<file path="src/rtl/i2c_master_controller_pkg.sv">
// Shared definitions for the I2C master sequencer: state encoding, per-state
// tick budgets and the half-period floor used by the bit-rate divider.
package i2c_pkg;

    typedef logic [2:0] state_t;

    localparam state_t ST_IDLE  = 3'd0;
    localparam state_t ST_START = 3'd1;
    localparam state_t ST_ADDR  = 3'd2;
    localparam state_t ST_AACK  = 3'd3;
    localparam state_t ST_DATA  = 3'd4;
    localparam state_t ST_DACK  = 3'd5;
    localparam state_t ST_STOP  = 3'd6;

    localparam logic [4:0] TICKS_START = 5'd1;
    localparam logic [4:0] TICKS_ADDR  = 5'd16;
    localparam logic [4:0] TICKS_AACK  = 5'd2;
    localparam logic [4:0] TICKS_DATA  = 5'd16;
    localparam logic [4:0] TICKS_DACK  = 5'd2;
    localparam logic [4:0] TICKS_STOP  = 5'd2;

    localparam logic [29:0] HALF_PERIOD_MIN = 30'd1;

    // Index of the final tick spent in a state (tick budget minus one).
    function automatic logic [3:0] last_idx(input state_t s);
        logic [4:0] n;
        case (s)
            ST_START: n = TICKS_START;
            ST_ADDR:  n = TICKS_ADDR;
            ST_AACK:  n = TICKS_AACK;
            ST_DATA:  n = TICKS_DATA;
            ST_DACK:  n = TICKS_DACK;
            ST_STOP:  n = TICKS_STOP;
            default:  n = 5'd1;
        endcase
        return 4'(n - 5'd1);
    endfunction

endpackage

</file>
<file path="src/rtl/i2c_master_controller_if.sv">
// Bundle of user-side request lines and data-unit control lines around the
// I2C master sequencer.
interface i2c_master_controller_if;
    logic        Go;
    logic        RW;
    logic [6:0]  SlaveAddress;
    logic [7:0]  TxData;
    logic [19:0] BaudRate;
    logic [29:0] ClockFrequency;
    logic        SDAIn;
    logic        SCL;
    logic [7:0]  SentData;
    logic        WriteLoad;
    logic        ReadorWrite;
    logic        ShiftorHold;
    logic        Select;
    logic        StartStopAck;
    logic        Busy;
    logic        Done;
    logic        AckError;

    modport master (
        input  Go, RW, SlaveAddress, TxData, BaudRate, ClockFrequency, SDAIn,
        output SCL, SentData, WriteLoad, ReadorWrite, ShiftorHold, Select,
               StartStopAck, Busy, Done, AckError
    );

    modport slave (
        output Go, RW, SlaveAddress, TxData, BaudRate, ClockFrequency, SDAIn,
        input  SCL, SentData, WriteLoad, ReadorWrite, ShiftorHold, Select,
               StartStopAck, Busy, Done, AckError
    );
endinterface

</file>
<file path="src/rtl/i2c_master_controller_tick_gen.sv">
// Half-period divider and tick counter; the divisor is captured when a
// transaction is accepted so rate changes mid-transfer have no effect.
module i2c_tick_gen
    import i2c_pkg::*;
(
    input  logic        clock,
    input  logic        Reset,
    input  logic        clear,
    input  logic        enable,
    input  logic [19:0] baud_rate,
    input  logic [29:0] clock_frequency,
    output logic        tick
);

    logic [29:0] divisor;
    logic [29:0] quotient;
    logic [29:0] half_period;
    logic [29:0] half_period_reg;
    logic [29:0] count_reg;
    logic [29:0] count_next;

    always_comb begin
        divisor     = (baud_rate == 20'd0) ? 30'd1 : {9'd0, baud_rate, 1'b0};
        quotient    = (baud_rate == 20'd0) ? 30'd0 : clock_frequency / divisor;
        half_period = (quotient == 30'd0) ? HALF_PERIOD_MIN : quotient;
    end

    assign tick = enable && (count_reg == half_period_reg - 30'd1);

    always_comb begin
        count_next = count_reg;
        if (clear) begin
            count_next = 30'd0;
        end else if (enable) begin
            count_next = tick ? 30'd0 : count_reg + 30'd1;
        end
    end

    always_ff @(posedge clock or negedge Reset) begin
        if (!Reset) begin
            count_reg       <= 30'd0;
            half_period_reg <= HALF_PERIOD_MIN;
        end else begin
            count_reg <= count_next;
            if (clear) begin
                half_period_reg <= half_period;
            end
        end
    end

endmodule

</file>
<file path="src/rtl/i2c_master_controller.sv">
// Single-byte I2C transaction sequencer driving SCL and the data-unit controls.
// Line controls are decoded from state and tick index, so they only move on ticks.
module i2c_master_controller
    import i2c_pkg::*;
(
    input  logic                   clock,
    input  logic                   Reset,
    i2c_master_controller_if.master bus
);

    state_t      state_reg, state_next;
    logic [3:0]  idx_reg, idx_next;
    logic        busy_reg, busy_next;
    logic        done_reg, done_next;
    logic        load_reg, load_next;
    logic        shift_reg, shift_next;
    logic        ack_err_reg, ack_err_next;
    logic        rw_reg, rw_next;
    logic [7:0]  tx_reg, tx_next;
    logic [7:0]  sent_reg, sent_next;
    logic        accept;
    logic        tick;
    logic        last_tick;
    logic        scl_c, select_c, ssa_c, row_c;

    i2c_tick_gen u_tick_gen (
        .clock           (clock),
        .Reset           (Reset),
        .clear           (accept),
        .enable          (busy_reg),
        .baud_rate       (bus.BaudRate),
        .clock_frequency (bus.ClockFrequency),
        .tick            (tick)
    );

    always_ff @(posedge clock or negedge Reset) begin
        if (!Reset) begin
            state_reg   <= ST_IDLE;
            idx_reg     <= 4'd0;
            busy_reg    <= 1'b0;
            done_reg    <= 1'b0;
            load_reg    <= 1'b0;
            shift_reg   <= 1'b0;
            ack_err_reg <= 1'b0;
            rw_reg      <= 1'b0;
            tx_reg      <= 8'd0;
            sent_reg    <= 8'd0;
        end else begin
            state_reg   <= state_next;
            idx_reg     <= idx_next;
            busy_reg    <= busy_next;
            done_reg    <= done_next;
            load_reg    <= load_next;
            shift_reg   <= shift_next;
            ack_err_reg <= ack_err_next;
            rw_reg      <= rw_next;
            tx_reg      <= tx_next;
            sent_reg    <= sent_next;
        end
    end

    always_comb begin
        state_next   = state_reg;
        idx_next     = idx_reg;
        busy_next    = busy_reg;
        done_next    = 1'b0;
        load_next    = 1'b0;
        shift_next   = 1'b0;
        ack_err_next = ack_err_reg;
        rw_next      = rw_reg;
        tx_next      = tx_reg;
        sent_next    = sent_reg;
        accept       = 1'b0;
        last_tick    = tick && (idx_reg == last_idx(state_reg));

        if (state_reg != ST_IDLE && tick) begin
            idx_next = last_tick ? 4'd0 : idx_reg + 4'd1;
        end

        case (state_reg)
            ST_IDLE: begin
                // The Done cycle is still IDLE; a Go seen there must wait a cycle.
                if (bus.Go && !done_reg) begin
                    accept       = 1'b1;
                    rw_next      = bus.RW;
                    tx_next      = bus.TxData;
                    sent_next    = {bus.SlaveAddress, bus.RW};
                    load_next    = 1'b1;
                    busy_next    = 1'b1;
                    ack_err_next = 1'b0;
                    idx_next     = 4'd0;
                    state_next   = ST_START;
                end
            end
            ST_START: begin
                if (last_tick) state_next = ST_ADDR;
            end
            ST_ADDR: begin
                shift_next = tick && idx_reg[0] && !last_tick;
                if (last_tick) state_next = ST_AACK;
            end
            ST_AACK: begin
                if (tick && !idx_reg[0] && bus.SDAIn) ack_err_next = 1'b1;
                if (last_tick) begin
                    if (ack_err_reg) begin
                        state_next = ST_STOP;
                    end else begin
                        state_next = ST_DATA;
                        if (!rw_reg) begin
                            sent_next = tx_reg;
                            load_next = 1'b1;
                        end
                    end
                end
            end
            ST_DATA: begin
                // Reads shift on rising SCL; writes shift on falling SCL.
                if (rw_reg) shift_next = tick && !idx_reg[0];
                else        shift_next = tick && idx_reg[0] && !last_tick;
                if (last_tick) state_next = ST_DACK;
            end
            ST_DACK: begin
                if (tick && !rw_reg && !idx_reg[0] && bus.SDAIn) ack_err_next = 1'b1;
                if (last_tick) state_next = ST_STOP;
            end
            ST_STOP: begin
                if (last_tick) begin
                    state_next = ST_IDLE;
                    busy_next  = 1'b0;
                    done_next  = 1'b1;
                end
            end
            default: begin
                state_next = ST_IDLE;
                idx_next   = 4'd0;
                busy_next  = 1'b0;
            end
        endcase
    end

    always_comb begin
        scl_c    = 1'b1;
        select_c = 1'b0;
        ssa_c    = 1'b1;
        row_c    = 1'b1;
        case (state_reg)
            ST_START: ssa_c = 1'b0;
            ST_ADDR: begin
                scl_c    = idx_reg[0];
                select_c = 1'b1;
            end
            ST_AACK: begin
                scl_c    = idx_reg[0];
                select_c = 1'b1;
                row_c    = 1'b0;
            end
            ST_DATA: begin
                scl_c    = idx_reg[0];
                select_c = 1'b1;
                row_c    = ~rw_reg;
            end
            ST_DACK: begin
                scl_c    = idx_reg[0];
                select_c = ~rw_reg;
                row_c    = rw_reg;
            end
            ST_STOP: begin
                scl_c = idx_reg[0];
                ssa_c = 1'b0;
            end
            default: ;
        endcase
    end

    assign bus.SCL          = scl_c;
    assign bus.Select       = select_c;
    assign bus.StartStopAck = ssa_c;
    assign bus.ReadorWrite  = row_c;
    assign bus.WriteLoad    = load_reg;
    assign bus.ShiftorHold  = shift_reg;
    assign bus.SentData     = sent_reg;
    assign bus.Busy         = busy_reg;
    assign bus.Done         = done_reg;
    assign bus.AckError     = ack_err_reg;

endmodule

</file>
<file path="src/flat_wrapper.sv">
// flat-port wrapper written by rule: the top's interface ports become plain ports
module i2c_master_controller_flat import i2c_pkg::*;
  (clock, Reset, bus_Go, bus_RW, bus_SlaveAddress, bus_TxData, bus_BaudRate, bus_ClockFrequency, bus_SDAIn, bus_SCL, bus_SentData, bus_WriteLoad, bus_ReadorWrite, bus_ShiftorHold, bus_Select, bus_StartStopAck, bus_Busy, bus_Done, bus_AckError);
  i2c_master_controller_if bus_i ();
  input  logic clock;
  input  logic Reset;
  input wire logic [$bits(bus_i.Go)-1:0] bus_Go;
  input wire logic [$bits(bus_i.RW)-1:0] bus_RW;
  input wire logic [$bits(bus_i.SlaveAddress)-1:0] bus_SlaveAddress;
  input wire logic [$bits(bus_i.TxData)-1:0] bus_TxData;
  input wire logic [$bits(bus_i.BaudRate)-1:0] bus_BaudRate;
  input wire logic [$bits(bus_i.ClockFrequency)-1:0] bus_ClockFrequency;
  input wire logic [$bits(bus_i.SDAIn)-1:0] bus_SDAIn;
  output wire logic [$bits(bus_i.SCL)-1:0] bus_SCL;
  output wire logic [$bits(bus_i.SentData)-1:0] bus_SentData;
  output wire logic [$bits(bus_i.WriteLoad)-1:0] bus_WriteLoad;
  output wire logic [$bits(bus_i.ReadorWrite)-1:0] bus_ReadorWrite;
  output wire logic [$bits(bus_i.ShiftorHold)-1:0] bus_ShiftorHold;
  output wire logic [$bits(bus_i.Select)-1:0] bus_Select;
  output wire logic [$bits(bus_i.StartStopAck)-1:0] bus_StartStopAck;
  output wire logic [$bits(bus_i.Busy)-1:0] bus_Busy;
  output wire logic [$bits(bus_i.Done)-1:0] bus_Done;
  output wire logic [$bits(bus_i.AckError)-1:0] bus_AckError;
  assign bus_i.Go = bus_Go;
  assign bus_i.RW = bus_RW;
  assign bus_i.SlaveAddress = bus_SlaveAddress;
  assign bus_i.TxData = bus_TxData;
  assign bus_i.BaudRate = bus_BaudRate;
  assign bus_i.ClockFrequency = bus_ClockFrequency;
  assign bus_i.SDAIn = bus_SDAIn;
  assign bus_SCL = bus_i.SCL;
  assign bus_SentData = bus_i.SentData;
  assign bus_WriteLoad = bus_i.WriteLoad;
  assign bus_ReadorWrite = bus_i.ReadorWrite;
  assign bus_ShiftorHold = bus_i.ShiftorHold;
  assign bus_Select = bus_i.Select;
  assign bus_StartStopAck = bus_i.StartStopAck;
  assign bus_Busy = bus_i.Busy;
  assign bus_Done = bus_i.Done;
  assign bus_AckError = bus_i.AckError;
  i2c_master_controller u_core (.clock(clock), .Reset(Reset), .bus(bus_i));
endmodule
</file>
<file path="config.mk">
export PLATFORM = sky130hd
export DESIGN_NAME = i2c_master_controller_flat
export DESIGN_NICKNAME = d
export VERILOG_FILES = /design/src/rtl/i2c_master_controller_pkg.sv /design/src/rtl/i2c_master_controller_if.sv /design/src/rtl/i2c_master_controller_tick_gen.sv /design/src/rtl/i2c_master_controller.sv /design/src/flat_wrapper.sv
export SDC_FILE = /design/constraint.sdc
export NUM_CORES = 1
export LEC_CHECK = 0
export ABC_AREA = 1
export CORE_MARGIN = 2
export CORE_UTILIZATION = 55
export DETAILED_ROUTE_END_ITERATION = 10
export DONT_BUFFER_PORTS = 1
export PLACE_DENSITY = 0.7
export SYNTH_ARGS = -nofsm -noshare
export SYNTH_HDL_FRONTEND = slang
export SYNTH_SLANG_ARGS = --single-unit
</file>
<file path="constraint.sdc">
create_clock -name clock -period 6.2 [get_ports clock]
set_clock_uncertainty 0.05 [all_clocks]
set_input_delay 1.24 -clock clock [delete_from_list [all_inputs] [get_ports clock]]
set_output_delay 1.24 -clock clock [all_outputs]
set_load 0.01 [all_outputs]
</file>
==> results.md, run 1 <==
* Total global routing overflow at about 120
* Largest net degree at the start of global routing at 90
* First-pass GRT wire length at approximately 310,000 microns
* IO buf count at 0
* Synth Area in Simple Gates at 31.1%
* First Err: [ERROR GRT-0116] Global routing finished with congestion. Check the congestion regions in the DRC Viewer.
* Post-synthesis mux area share at 0.178%
* Compound-Gate Fraction of Synth Area at around a fifth
* Top Ports at between 80 and 90
* Status: did not finish
* Height of the die at roughly 230 microns
* Clock buffer depth at 2
* Total nets after synthesis at roughly 5,000
* Die Width at between 200 and 250 microns
* Core Rows at a little over 80
* Hpwl dp at 80,800 microns
* Initial Utilization at 55.8%
* Netlist Area Pre-Place at between 20,000 and 30,000 sq um
* Synthesized-area fraction occupied by adder cells at between 10% and 20%
* RD Place Congestion at roughly 0.99
* Stage reached: global routing
* Yosys warns at 0
* CTS sink count at 89
* Number of H-tree levels at 3
* Post-synth cell types at between 70 and 80
* TritonCTS buffer count at 9
* Seq/Total Area, Yosys at between 7 and 8%
* Post-Synth XOR/XNOR Area at between 10% and 20%
* Avg Inst Size Synth at approximately 6 sq um
* Vias in the first global route at 53,100
* Largest family of logic cells by synthesized area: simple AND/OR/NAND/NOR gates
* Cts hold-fix bufs at 0
* Flops & latches, synth at 89
* Synthesized netlist cell count at ~4,600
* Post-synth ARST share at 100%
* Post-Place Cells at 6,582
* Global Route Usage Sum at about three quarters
* Clock Tree Root: clkbuf_16
* Post-synth EDFFs at 0
* Commonest register cell after synthesis: dfrtp_1
==> metrics by stage <==
stage / setup TNS (ns) / util (%) / cell area, sq um / worst slack [ns] / hold WS, ns
detailed placement: -680.33 / 80.6 / 40500 / -60.46 / 0.415
floorplan: -642.29 / - / 29500 / -59.62 / 0.399
CTS: -617.75 / 91.8 / 46100 / -56.36 / 0.434
global placement: -651.56 / 80.6 / 40500 / -58.06 / 0.412
==> repair_timing <==
item | 4_1_cts
cloned | 5
setup buffers | 443
endpoints found under the setup margin | 27
pin swaps | 279
gates resized for setup | 435
==> synthesized netlist by cell type, types with 7 or more instances <==
cell,number,share of area [%]
nor2_2,10,0.22
buf_6,11,0.44
nor2_1,269,3.6
inv_1,645,8.6
nor3_1,54,0.96
o21ai_0,338,6.0
dfrtp_1,88,7.8
nand3_1,210,3.7
o22ai_1,17,0.38
o221ai_1,9,0.28
buf_4,7,0.19
nand2_4,11,0.44
o21ai_1,67,1.2
nand3b_1,7,0.19
or2_2,43,0.96
o31ai_1,15,0.40
clkbuf_1,69,0.92
nand2_1,1104,15
o21bai_1,45,1.2
a21oi_2,22,0.69
xnor2_1,109,3.4
a31oi_1,27,0.60
a221oi_1,12,0.37
ha_1,427,19
clkinv_1,8,0.11
nor2_4,11,0.44
a21oi_1,309,5.5
xor2_1,246,7.7
o211ai_1,13,0.35
a211oi_1,13,0.35
nand4_1,65,1.4
and2_1,7,0.16
nand3_2,35,1.2
inv_2,26,0.35
nor4_1,38,0.85
a21o_1,19,0.51
nand2_2,49,1.1
==> cell families after synthesis <==
group,Yosys count
simple gates,1938
compound gates,948
buf+inv,788
fa+ha+maj,427
xor+xnor,355
flops,89
mux,5
==> layer usage <==
metal,GRT overflow,GRT usage (%)
met4,53,81.0
met3,3,59.1
met1,2,73.2
met2,66,94.7
met5,0,25.7
==> run 2: changes to the inputs <==
CORE_UTILIZATION = 40   (was 55)
PLACE_DENSITY = default   (was 0.7)
PLACE_DENSITY_LB_ADDON = 0.15   (was default)
==> results.md, run 2 <==
* Largest family of logic cells by synthesized area: simple AND/OR/NAND/NOR gates
* CTS tree: built
* Placed Instance Area at just over 40,000 sq um
* Commonest cells after routing, fill and taps aside: 2,198 x buf_4, 876 x nand2_1, 546 x inv_1
* Post-route design area at about 53,000 sq um
* Compound-Gate Fraction of Synth Area at between 10% and 20%
* Startpoint type of the worst setup path: input port
* 1st-pass router iterations at 8
* CP delay by family, top: compound AO/OA/AOI/OAI gates
* Post-synth ARST share at between 90% and 100%
* Top Ports at 87
* Area leader, netlist: ha_1
* Final Max Tran Viols at 3
* Multi-input gate area at between 20,000 and 30,000 sq um
* Area growth from synthesis to layout at 87.3%
* First-pass GRT wire length at between 150,000 and 200,000 microns
* Nets at approximately 7,300
* Yosys warns at 0
* Post-synth cell types at 79
* Worst path arrival time at between 60 and 70 ns
* Largest net degree at the start of global routing at 90
* Final Cycle Share at 1110%
* Commonest non-fill, non-tap cell in the layout: buf_4
* Worst path max stage delay at roughly 0.37 ns
* Hold Path Sink: u_core.tx_reg[0]
* Fmax achieved at between 0.01 and 0.015 GHz
* Crit path capture type: flip-flop
* CTS sink count at 89
* Vias in the first global route at between 30,000 and 40,000
* Synth top cells by count: 1,104 x nand2_1, 645 x inv_1, 427 x ha_1
* # diodes at 0
* 1st-iter DRT viols at approximately 3,200
* Relative slew slack at -9.54%
* Reg2reg path depth at 24
* Cts hold-fix bufs at 0
* Hpwl dp at slightly above 80,000 microns
* Status: finished with violations
* R2R Setup Slk at approximately 1.3 ns
* Worst reg2reg startpoint: u_core.u_tick_gen.half_period_reg[0]
* Crit path from: bus_BaudRate[13]
* FF-to-FF End: u_core.u_tick_gen.count_reg[22]
* Failing checks: capacitance limit, slew limit, setup timing
* Slowest CP cell: ha_1
* Height of the die at roughly 270 microns
* Flops & latches, synth at 89
* Core Rows at 97
* Total nets after synthesis at approximately 5,000
* Initial antenna violation count at 2
* Commonest register cell after synthesis: dfrtp_1
* DRC Markers at 0
* Kind of critical path: in -> reg
* Total Wirelength at about 140,000 microns
* RSZ-0062 raised after global routing: yes
* # Max-Cap Violations at 1
* Fin crit period at 69.05 ns
* Finish-stage setup viols at 26
* Worst-skew pair later-pin latency at approximately 0.37 ns
* Total global routing overflow at 0
* Area contributors post-synth: ha_1 19%, nand2_1 15%, inv_1 8.6%
* Vias at 42,100
* Synthesized netlist cell count at ~4,600
* Clk slew on worst S/H paths at ~0.080 ns
* TritonCTS buffer count at 9
* DR WL/cell at around 18 microns
* Synth Area in Simple Gates at 31.1%
* Final ANT Viol Nets at 0
* Post-synth EDFFs at 0
* WHS Path Cells at 2
* Required @ worst endpoint at around 6.4 ns
* Hold Violations, Final at 0
* Netlist Area Pre-Place at 28,100 sq um
* Final Worst Setup Slack at -62.85 ns
* Crit-path most repeated cell: nand2_2
* Fillers at around 4,600
* DIE AREA at a little over 70,000 sq um
* Type of the most critical hold path: reg -> reg
* Number of H-tree levels at 3
* Global Route Usage Sum at between 30 and 40%
* Via density at between 5 and 6
* Die Width at ~270 microns
* Clock buffer depth at 2
* Clock Tree Root: clkbuf_16
* Most numerous cell in the Yosys netlist: nand2_1
* IO buf count at 0
* Crit path max fanout at 8
* Avg Inst Size Synth at between 6 and 7 sq um
* Post-synth top area share at 19.0%
* Initial Utilization at around 40%
* Synthesized-area fraction occupied by adder cells at about a fifth
* Hold path startpoint: u_core.tx_reg[0]
* Register Area at ~2200 sq um
* Fraction of layout cells with a size suffix above 1 at 50.8%
* Seq/Total Area, Yosys at 7.94%
* Worst Path Buf+Inv at roughly 140
* Post-synthesis mux area share at less than 1%
* Core area at 69,800 sq um
* Post-Synth XOR/XNOR Area at 11.1%
* RD Place Congestion at 0.938
* Worst-Margin Slew at 1.63 ns
[run 2: cells by family (layout without fill, tap and decap cells)]
logic type / after synthesis / count (layout)
and+or+nand+nor: 1938 / 1939
AOI/OAI and AO/OA: 948 / 948
buffers and inverters: 788 / 3035
adders and majority gates: 427 / 427
xor gates and xnor gates: 355 / 355
DFF: 89 / 89
muxes: 5 / 5
[run 2: layout make-up]
cell class / count / share of cell area, %
clock buffers: 9 / 0.428
clock inverters: 7 / 0.155
inverters: 689 / 5.24
multi-input cells: 3674 / 53.2
flip-flops and latches: 89 / 4.24
well taps: 940 / 2.24
repair buffers: 2323 / 34.4
repair inverters: 7 / 0.0904
[run 2: layer usage]
metal  up-vias  GRT usage, %  share of wire [%]  wire length [microns]
met3       895          3.64                6.7                   9480
met2      2028          58.7                 47                  67100
li1      19700             -                  -                      -
met1     19500          37.9                 38                  53300
met4         2          14.4                8.4                  11900
met5         -             0             0.0092                     13
[run 2: timing repair]
item / in CTS / in global routing
pin swaps: 326 / 423
cloned: 10 / 2
gates resized for setup: 540 / 543
setup endpoints to repair: 27 / 27
setup buffers: 623 / 176
[run 2: how the worst max path moves through the flow]
stage	endpoint	slack [ns]	depth (start not counted)
after global placement	u_core.u_tick_gen.half_period_reg[0]	-58.72	526
after global routing	u_core.u_tick_gen.half_period_reg[0]	-66.44	543
after detailed placement	u_core.u_tick_gen.half_period_reg[0]	-60.25	527
final	u_core.u_tick_gen.half_period_reg[0]	-62.85	526
after floorplan	u_core.u_tick_gen.half_period_reg[0]	-59.62	567
after CTS	u_core.u_tick_gen.half_period_reg[0]	-56.27	542
[run 2: tightest hold or removal path, stage by stage (launching register included)]
cell and delay (ns):
dfrtp_1 0.35, nand2_1 0.05, nand2_1 0.05
[run 2: metrics by stage]
step / hold WS, ns / worst slack [ns] / util, % / setup TNS (ns) / std cells
2_1_floorplan: 0.399 / -59.62 / - / -642.29 / 4550
3_3_place_gp: 0.413 / -58.72 / 59.4 / -660.43 / 6925
3_5_place_dp: 0.418 / -60.25 / 59.4 / -675.93 / 6925
4_1_cts: 0.439 / -56.27 / 70.1 / -618.93 / 7571
5_1_grt: 0.454 / -66.44 / 75.3 / -731.87 / 7738
6_report: 0.436 / -62.85 / 75.3 / -689.87 / 7738
Power of run 2 is left out: the tool's default activity adds up to more than one toggle a clock period on the data nets, which glitch-free logic cannot reach.
